==> src/rtl/axis_trigger_capture.sv <==
`timescale 1ns/1ps
// axis_trigger_capture
//   Capture controller behind the level trigger stage. It forwards samples to a
//   ring buffer writer while tracking a wrapping write address. After an arm it
//   fills a pre-trigger window, waits for a trigger, then forwards a fixed
//   number of post-trigger samples. It reports the trigger sample address and
//   a done flag.
// Ports
//   aclk, aresetn       clock, asynchronous active-low reset
//   run_flag            level: 1 arms / keeps armed, 0 stops or aborts
//   pre_data, post_data pre-trigger count, post-trigger count (trigger included)
//   trg_flag, trg_force hardware and software trigger, qualified by tvalid
//   sts_addr, sts_done  trigger sample address, capture complete
//   s_axis_*            input stream (tready is always 1)
//   m_axis_*            forwarded stream, registered with 1-cycle latency
module axis_trigger_capture #(
  parameter int unsigned AXIS_TDATA_WIDTH = 32,
  parameter int unsigned CNTR_WIDTH       = 16
) (
  input  logic                        aclk,
  input  logic                        aresetn,
  input  logic                        run_flag,
  input  logic [CNTR_WIDTH-1:0]       pre_data,
  input  logic [CNTR_WIDTH-1:0]       post_data,
  input  logic                        trg_flag,
  input  logic                        trg_force,
  output logic [CNTR_WIDTH-1:0]       sts_addr,
  output logic                        sts_done,
  output logic                        s_axis_tready,
  input  logic [AXIS_TDATA_WIDTH-1:0] s_axis_tdata,
  input  logic                        s_axis_tvalid,
  output logic [AXIS_TDATA_WIDTH-1:0] m_axis_tdata,
  output logic                        m_axis_tvalid,
  output logic                        m_axis_tlast
);

  localparam logic [CNTR_WIDTH-1:0] ONE = CNTR_WIDTH'(1);

  typedef enum logic [2:0] {
    S_IDLE = 3'd0,
    S_PRE  = 3'd1,
    S_WAIT = 3'd2,
    S_POST = 3'd3,
    S_DONE = 3'd4
  } state_t;

  state_t                      state_q, state_d;
  logic [CNTR_WIDTH-1:0]       addr_q, addr_d;
  logic [CNTR_WIDTH-1:0]       cnt_q, cnt_d;
  logic [CNTR_WIDTH-1:0]       sts_addr_q, sts_addr_d;
  logic                        sts_done_q, sts_done_d;
  logic [AXIS_TDATA_WIDTH-1:0] tdata_q, tdata_d;
  logic                        tvalid_q, tvalid_d;
  logic                        tlast_q, tlast_d;
  logic [CNTR_WIDTH-1:0]       cnt_inc;

  assign cnt_inc = cnt_q + ONE;

  // Next-state and output decode; a cleared run_flag aborts any active phase
  always_comb begin
    state_d    = state_q;
    addr_d     = addr_q;
    cnt_d      = cnt_q;
    sts_addr_d = sts_addr_q;
    tdata_d    = tdata_q;
    tvalid_d   = 1'b0;
    tlast_d    = 1'b0;
    unique case (state_q)
      S_IDLE: begin
        if (run_flag) begin
          state_d = S_PRE;
          addr_d  = '0;
          cnt_d   = '0;
        end
      end
      S_PRE: begin
        if (!run_flag) begin
          state_d = S_IDLE;
        end else if (pre_data == '0) begin
          // Empty pre-trigger window: move on without consuming a beat
          state_d = S_WAIT;
        end else if (s_axis_tvalid) begin
          tvalid_d = 1'b1;
          tdata_d  = s_axis_tdata;
          addr_d   = addr_q + ONE;
          cnt_d    = cnt_inc;
          if (cnt_inc == pre_data) state_d = S_WAIT;
        end
      end
      S_WAIT: begin
        if (!run_flag) begin
          state_d = S_IDLE;
        end else if (s_axis_tvalid) begin
          tvalid_d = 1'b1;
          tdata_d  = s_axis_tdata;
          addr_d   = addr_q + ONE;
          if (trg_flag || trg_force) begin
            // Trigger beat is post sample 1
            sts_addr_d = addr_q;
            cnt_d      = ONE;
            if (post_data <= ONE) begin
              tlast_d = 1'b1;
              state_d = S_DONE;
            end else begin
              state_d = S_POST;
            end
          end
        end
      end
      S_POST: begin
        if (!run_flag) begin
          state_d = S_IDLE;
        end else if (s_axis_tvalid) begin
          tvalid_d = 1'b1;
          tdata_d  = s_axis_tdata;
          addr_d   = addr_q + ONE;
          cnt_d    = cnt_inc;
          if (cnt_inc == post_data) begin
            tlast_d = 1'b1;
            state_d = S_DONE;
          end
        end
      end
      S_DONE: begin
        if (!run_flag) state_d = S_IDLE;
      end
      default: state_d = S_IDLE;
    endcase
    sts_done_d = (state_d == S_DONE);
  end

  // State and output registers
  always_ff @(posedge aclk or negedge aresetn) begin
    if (!aresetn) begin
      state_q    <= S_IDLE;
      addr_q     <= '0;
      cnt_q      <= '0;
      sts_addr_q <= '0;
      sts_done_q <= 1'b0;
      tdata_q    <= '0;
      tvalid_q   <= 1'b0;
      tlast_q    <= 1'b0;
    end else begin
      state_q    <= state_d;
      addr_q     <= addr_d;
      cnt_q      <= cnt_d;
      sts_addr_q <= sts_addr_d;
      sts_done_q <= sts_done_d;
      tdata_q    <= tdata_d;
      tvalid_q   <= tvalid_d;
      tlast_q    <= tlast_d;
    end
  end

  assign s_axis_tready = 1'b1;
  assign sts_addr      = sts_addr_q;
  assign sts_done      = sts_done_q;
  assign m_axis_tdata  = tdata_q;
  assign m_axis_tvalid = tvalid_q;
  assign m_axis_tlast  = tlast_q;

endmodule

==> config.mk <==
export PLATFORM = sky130hd
export DESIGN_NAME = axis_trigger_capture
export DESIGN_NICKNAME = d
export VERILOG_FILES = /design/src/rtl/axis_trigger_capture.sv
export SDC_FILE = /design/constraint.sdc
export NUM_CORES = 1
export LEC_CHECK = 0
export ABC_CLOCK_PERIOD_IN_PS = 2450
export CORE_MARGIN = 10
export CORE_UTILIZATION = 45
export CTS_BUF_LIST = sky130_fd_sc_hd__clkbuf_16
export DETAILED_ROUTE_END_ITERATION = 10
export PLACE_DENSITY = 0.79
export SLEW_MARGIN = 10
export SYNTH_ARGS = -nofsm -noshare
export SYNTH_HDL_FRONTEND = slang
export SYNTH_SLANG_ARGS = --single-unit
==> constraint.sdc <==
create_clock -name aclk -period 2.45 [get_ports aclk]
set_input_delay 0.3675 -clock aclk [delete_from_list [all_inputs] [get_ports aclk]]
set_output_delay 0.3675 -clock aclk [all_outputs]
set_load 0.01 [all_outputs]
**Yosys cells after proc, flatten, opt, wreduce, memory -nomap -nowiden**

Cells that the tools add are included.
Widths: inputs -> output; s select.

- Muxes and demuxes: 46
- Equal/unequal tests: 15
- Magnitude comparators: 1
- Reductions and logical operators: 11
- Add/sub/neg operators: 2

Operator list:

| operator | number |
|---|---|
| $mux 16 | 12 |
| $mux 32 | 4 |
| $pmux 16 s4 | 1 |
| $pmux 32 s2 | 1 |
| $pmux 16 s3 | 1 |
| $mux 3 | 13 |
| $add 16x1->16 const B | 2 |
| $eq 16x16->1 | 2 |
| $le 16x1->1 const B | 1 |
| $logic_not 16->1 | 1 |
| $pmux 3 s5 | 1 |
| $ne 2x2->1 const B | 7 |
| $mux 1 | 11 |
| $reduce_and 4->1 | 2 |
| $reduce_and 8->1 | 1 |
| $eq 3x2->1 const B | 2 |
| $eq 3x3->1 const B | 2 |
| $reduce_and 5->1 | 1 |
| $pmux 1 s2 | 2 |
| $reduce_bool 4->1 | 1 |
| $eq 3x1->1 const B | 1 |
| $logic_not 3->1 | 1 |
| $reduce_bool 3->1 | 1 |
| $ne 2x1->1 const B | 1 |
| other kinds (3) | 3 |

- Output and inout port bits: 52
- Word-level logic and storage cells: 83
- Input port bits: 70
- Bits in registers: 86

**Longest topological paths before layout**

- Word-level depth: 8
- Gate-level depth with buffers: 10
- Mapped depth without buffers: 8

**Least setup slack after synthesis**

OpenSTA, ideal clock, no wires.

- Path type: reg-to-reg
- Start point: register cnt_q[1]
- End point: register state_q[0]
- Stages on the path, launching flop included: 10
- Data required time: 2.325 ns
- Buffers on the path: 1
- Slack: 0.057 ns
- Library setup time: 0.125 ns
- Data arrival time: 2.268 ns
- Cell sequence: dfrtp_1 -> ha_1 -> buf_2 -> nand3_1 -> nor4_2 -> xnor3_1 -> o211ai_1 -> or4_1 -> o21ai_1 -> nand3_1

- Word-level cells in the longest chain between the ends: 7

Ends and longest elaborated chain:

| what | RTL line | source |
|---|---|---|
| from (decl) | 49 | `logic [CNTR_WIDTH-1:0] cnt_q, cnt_d;` |
| from (signal assigned) | 146 | `cnt_q <= cnt_d;` |
| $add 16x1->16 (*) | 57 | `assign cnt_inc = cnt_q + ONE;` |
| $eq 16x16->1 | 87 | `if (cnt_inc == pre_data) state_d = S_WAIT;` |
| $mux 3 | 87 |  |
| $mux 3 | 82 | `end else if (s_axis_tvalid) begin` |
| $mux 3 | 79 | `end else if (pre_data == '0) begin` |
| $mux 3 | 77 | `if (!run_flag) begin` |
| $pmux 3 s5 (*) | 68 | `unique case (state_q)` |
| via state_d[0] | 47 | `state_t state_q, state_d;` |
| to (signal assigned) | 144 | `state_q <= state_d;` |
| to (decl) | 47 |  |

Mark *: on every way through the listed nets, which the timed path passes. The rest lies on a longest branch.
A chain may end at the register's enable or synchronous reset.

**Final worst setup path**

- Start point: register cnt_q[0]
- End point: register tlast_q (netlist: m_axis_tlast)

- Word-level cells in the longest chain between the ends: 6

Ends and longest elaborated chain:

| what | RTL line | source |
|---|---|---|
| $add 16x1->16 | 57 |  |
| $eq 16x16->1 | 118 | `if (cnt_inc == post_data) begin` |
| $mux 1 | 118 |  |
| $mux 1 | 113 | `end else if (s_axis_tvalid) begin` |
| $mux 1 | 111 | `if (!run_flag) begin` |
| $pmux 1 s2 | 68 |  |
| via tlast_d | 54 | `logic tlast_q, tlast_d;` |
| to (signal assigned) | 151 | `tlast_q <= tlast_d;` |
| to (decl) | 54 |  |

The timed path passes the listed nets, and every way through them passes these cells.

==> impl_metrics.env <==
export IMPL_slowest_stage="or4_4"
export IMPL_detail_route_antenna_nets=0
export IMPL_skew_ns=0.00684
export IMPL_synth_top_family_by_area="simple AND/OR/NAND/NOR gates"
export IMPL_min_period_ns=2.42
export IMPL_clock_fmax_mhz=414
export IMPL_synthAdderAreaFrac=0.00526
export IMPL_rr_worst_depth=8
export IMPL_drtIter0Drc=252
export IMPL_wire_per_inst_um=16.9
export IMPL_yosys_area_share_simple=0.242
export IMPL_insertion_delay_ns=0.33
export IMPL_critPathCaptureType="flip-flop"
export IMPL_syn_inst=506
export IMPL_finalMaxSlewViolations=0
export IMPL_first_pass_iters=7
export IMPL_path_class="reg2reg"
export IMPL_start_util=0.461
export IMPL_holdWs_ns=-0.0113
export IMPL_drv_cap=0
export IMPL_required_ns=2.72
export IMPL_num_fill_cells=799
export IMPL_synth_distinct_cells=55
export IMPL_r2r_setup_slack_ns=0.03
export IMPL_setup_viol=0
export IMPL_failed_checks="hold timing"
export IMPL_syn_cell_area_mm2=0.00476
export IMPL_yosys_warnings=0
export IMPL_grtUsageTotal=0.185
export IMPL_cts_root_buf="clkbuf_16"
export IMPL_cts_buffers=9
export IMPL_antenna_diode_count=0
export IMPL_seq_area_frac_synth=0.453
export IMPL_rows=37
export IMPL_final_cell_mix="nand2_1, clkdlybuf4s50_1, dfrtp_1, buf_4, o21ai_0"
export IMPL_r2r_start="cnt_q[0]"
export IMPL_layout_nets=750
export IMPL_final_common_cell="nand2_1"
export IMPL_irDropWorstVdd_mv=0.459
export IMPL_gp_congestion=0.937
export IMPL_avgSynthCellArea_um2=9.40
export IMPL_final_util=0.665
export IMPL_async_reset_ff_frac=1.00
export IMPL_gr_total_overflow=0
export IMPL_ctsHoldBuffers=0
export IMPL_status="finished with violations"
export IMPL_io_buffers=120
export IMPL_powerDensity_mw_per_mm2=539
export IMPL_routed_wl_mm=13.8
export IMPL_vias=4403
export IMPL_pin_count=122
export IMPL_p_leak_nw=3.14
export IMPL_die_width_um=123
export IMPL_cpPeakStageDelay_ns=0.54
export IMPL_cp_start_kind="flip-flop"
export IMPL_synthMuxAreaShare=0.0379
export IMPL_endpoint="m_axis_tlast"
export IMPL_startpoint="cnt_q[0]"
export IMPL_h_tree_depth=3
export IMPL_routed_via_density=5.38
export IMPL_syn_num_nets=578
export IMPL_antenna_found_initial=0
export IMPL_synth_edf_count=0
export IMPL_dieArea_mm2=0.0151
export IMPL_synth_compound_area_share=0.108
export IMPL_drive_above_1_share=0.171
export IMPL_reg2reg_to="m_axis_tlast"
export IMPL_timing_final_crit_share=0.986
export IMPL_core_area_mm2=0.0103
export IMPL_cts_tree="done"
export IMPL_hold_class="in2async"
export IMPL_crit_path_max_fanout=7
export IMPL_synth_xor_area_frac=0.119
export IMPL_grt_pass1_wl_mm=22.7
export IMPL_worstPathCellList="buf_4, and4_4, and4_1, xnor2_1, o211ai_1, or4_4, o21ai_1, and3_1"
export IMPL_cts_sinks=86
export IMPL_first_global_vias=4507
export IMPL_ys_flop_type="dfrtp_1"
export IMPL_fp_dieH_um=123
export IMPL_clockBufferDepth=2
export IMPL_dp_hpwl_mm=10.7
export IMPL_drc=0
export IMPL_area_delta_synth_final_pct=44.5
export IMPL_hold_violations=8
export IMPL_ys_ff_latch=86
export IMPL_crit_arrival_ns=2.68
export IMPL_grt_max_degree=52
export IMPL_clkTransAtPathRegs_ns=0.07
export IMPL_grt_setup_unrepaired="yes"
registers in the layout, indices dropped and copies added, names as in the netlist:
register	cells
m_axis_tvalid	1
sts_addr	16
cnt_q	16
addr_q	16
m_axis_tdata	32
sts_done	1
state_q	3
m_axis_tlast	1
critical path, delay by kind of cell, from the launching register on:
family	cells	cell delay (ns)
AND/OR/NAND/NOR	4	1.29
XOR/XNOR	1	0.17
AO/OA/AOI/OAI	2	0.30
buffers and inverters	1	0.20
flip-flops	1	0.40
cells in the mapped netlist, types with 4 or more instances:
| cell | instances | area, um^2 |
|---|---|---|
| nor3b_1 | 4 | 30.0 |
| o21ai_0 | 37 | 185 |
| and3_1 | 6 | 37.5 |
| a21o_1 | 4 | 30.0 |
| a21oi_1 | 8 | 40.0 |
| nand2_1 | 121 | 454 |
| and4_1 | 4 | 35.0 |
| nand2b_1 | 5 | 31.3 |
| buf_6 | 4 | 45.0 |
| xor2_1 | 13 | 114 |
| dfrtp_1 | 86 | 2150 |
| nor2_1 | 31 | 116 |
| nor4_1 | 9 | 56.3 |
| nand4_1 | 11 | 68.8 |
| xnor2_1 | 23 | 201 |
| nor2b_1 | 6 | 37.5 |
| inv_1 | 4 | 15.0 |
| clkbuf_1 | 18 | 67.6 |
| nand3_1 | 12 | 60.1 |
| buf_2 | 6 | 30.0 |
| nor3_1 | 11 | 55.1 |
| o31ai_1 | 7 | 52.6 |
| mux2_2 | 16 | 180 |
| xnor3_1 | 10 | 225 |
| or3_1 | 6 | 37.5 |
worst min-delay path by stage:
| stage | depth (start not counted) | slack (ns) | end | from |
|---|---|---|---|---|
| floorplan | 0 | 0.07 | addr_q[0] | aresetn |
| global placement | 1 | 0.36 | sts_addr[6] | aresetn |
| detailed placement | 1 | 0.36 | addr_q[6] | aresetn |
| CTS | 1 | 0.005 | addr_q[6] | aresetn |
| global route | 1 | 0.02 | addr_q[6] | aresetn |
| finish | 1 | -0.01 | addr_q[5] | aresetn |
cell type report:
cell class / count / area (um^2) / area share
multi-input cells: 386 / 2480 / 0.362
flip-flops and latches: 86 / 2150 / 0.314
repair buffers: 190 / 1760 / 0.256
clock buffers: 9 / 225 / 0.0328
well taps: 136 / 170 / 0.0248
clock inverters: 7 / 56.3 / 0.00820
inverters: 5 / 18.8 / 0.00273
repair_timing:
action,in CTS,in global routing
pin swaps,0,1
buffers inserted,0,2
endpoints found under the setup margin,2,6
resized for setup,1,13
stage by stage:
step | area [um^2] | TNS, ns | instances | worst slack, ns | power (W)
after floorplan | 4760 | 0 | 506 | 0.0569 | 0.00194
after global placement | 6520 | -2.52 | 801 | -0.227 | 0.00241
after detailed placement | 6520 | -4.62 | 801 | -0.225 | 0.00243
after CTS | 6810 | 0 | 817 | 0.0236 | 0.00372
after global routing | 6870 | -0.117 | 819 | -0.0581 | 0.00389
final | 6870 | 0 | 819 | 0.0348 | 0.00371
logic make-up (layout without fill, tap and decap cells):
group                    after synthesis  after routing
AO/OA/AOI/OAI                         80             80
other                                  1              1
adder cells (fa/ha/maj)                2              2
buffers and inverters                 34            211
multiplexers                          16             16
AND/OR/NAND/NOR                      240            240
flip-flops                            86             86
XOR/XNOR                              47             47
where the power goes:
group	internal (W)	switching, W
clock network	0.000699	0.000579
logic	0.000456	0.000362
registers	0.00153	0.0000806
total	0.00268	0.00102
metal layers:
layer	up-vias	wire [um]	track usage
li1	2115	-	-
met1	2090	5660	0.226
met2	185	6750	0.306
met3	13	1270	0.0680
met4	0	147	0.0405
met5	-	0	0
Note: power is estimated with default switching activity, not from simulation.
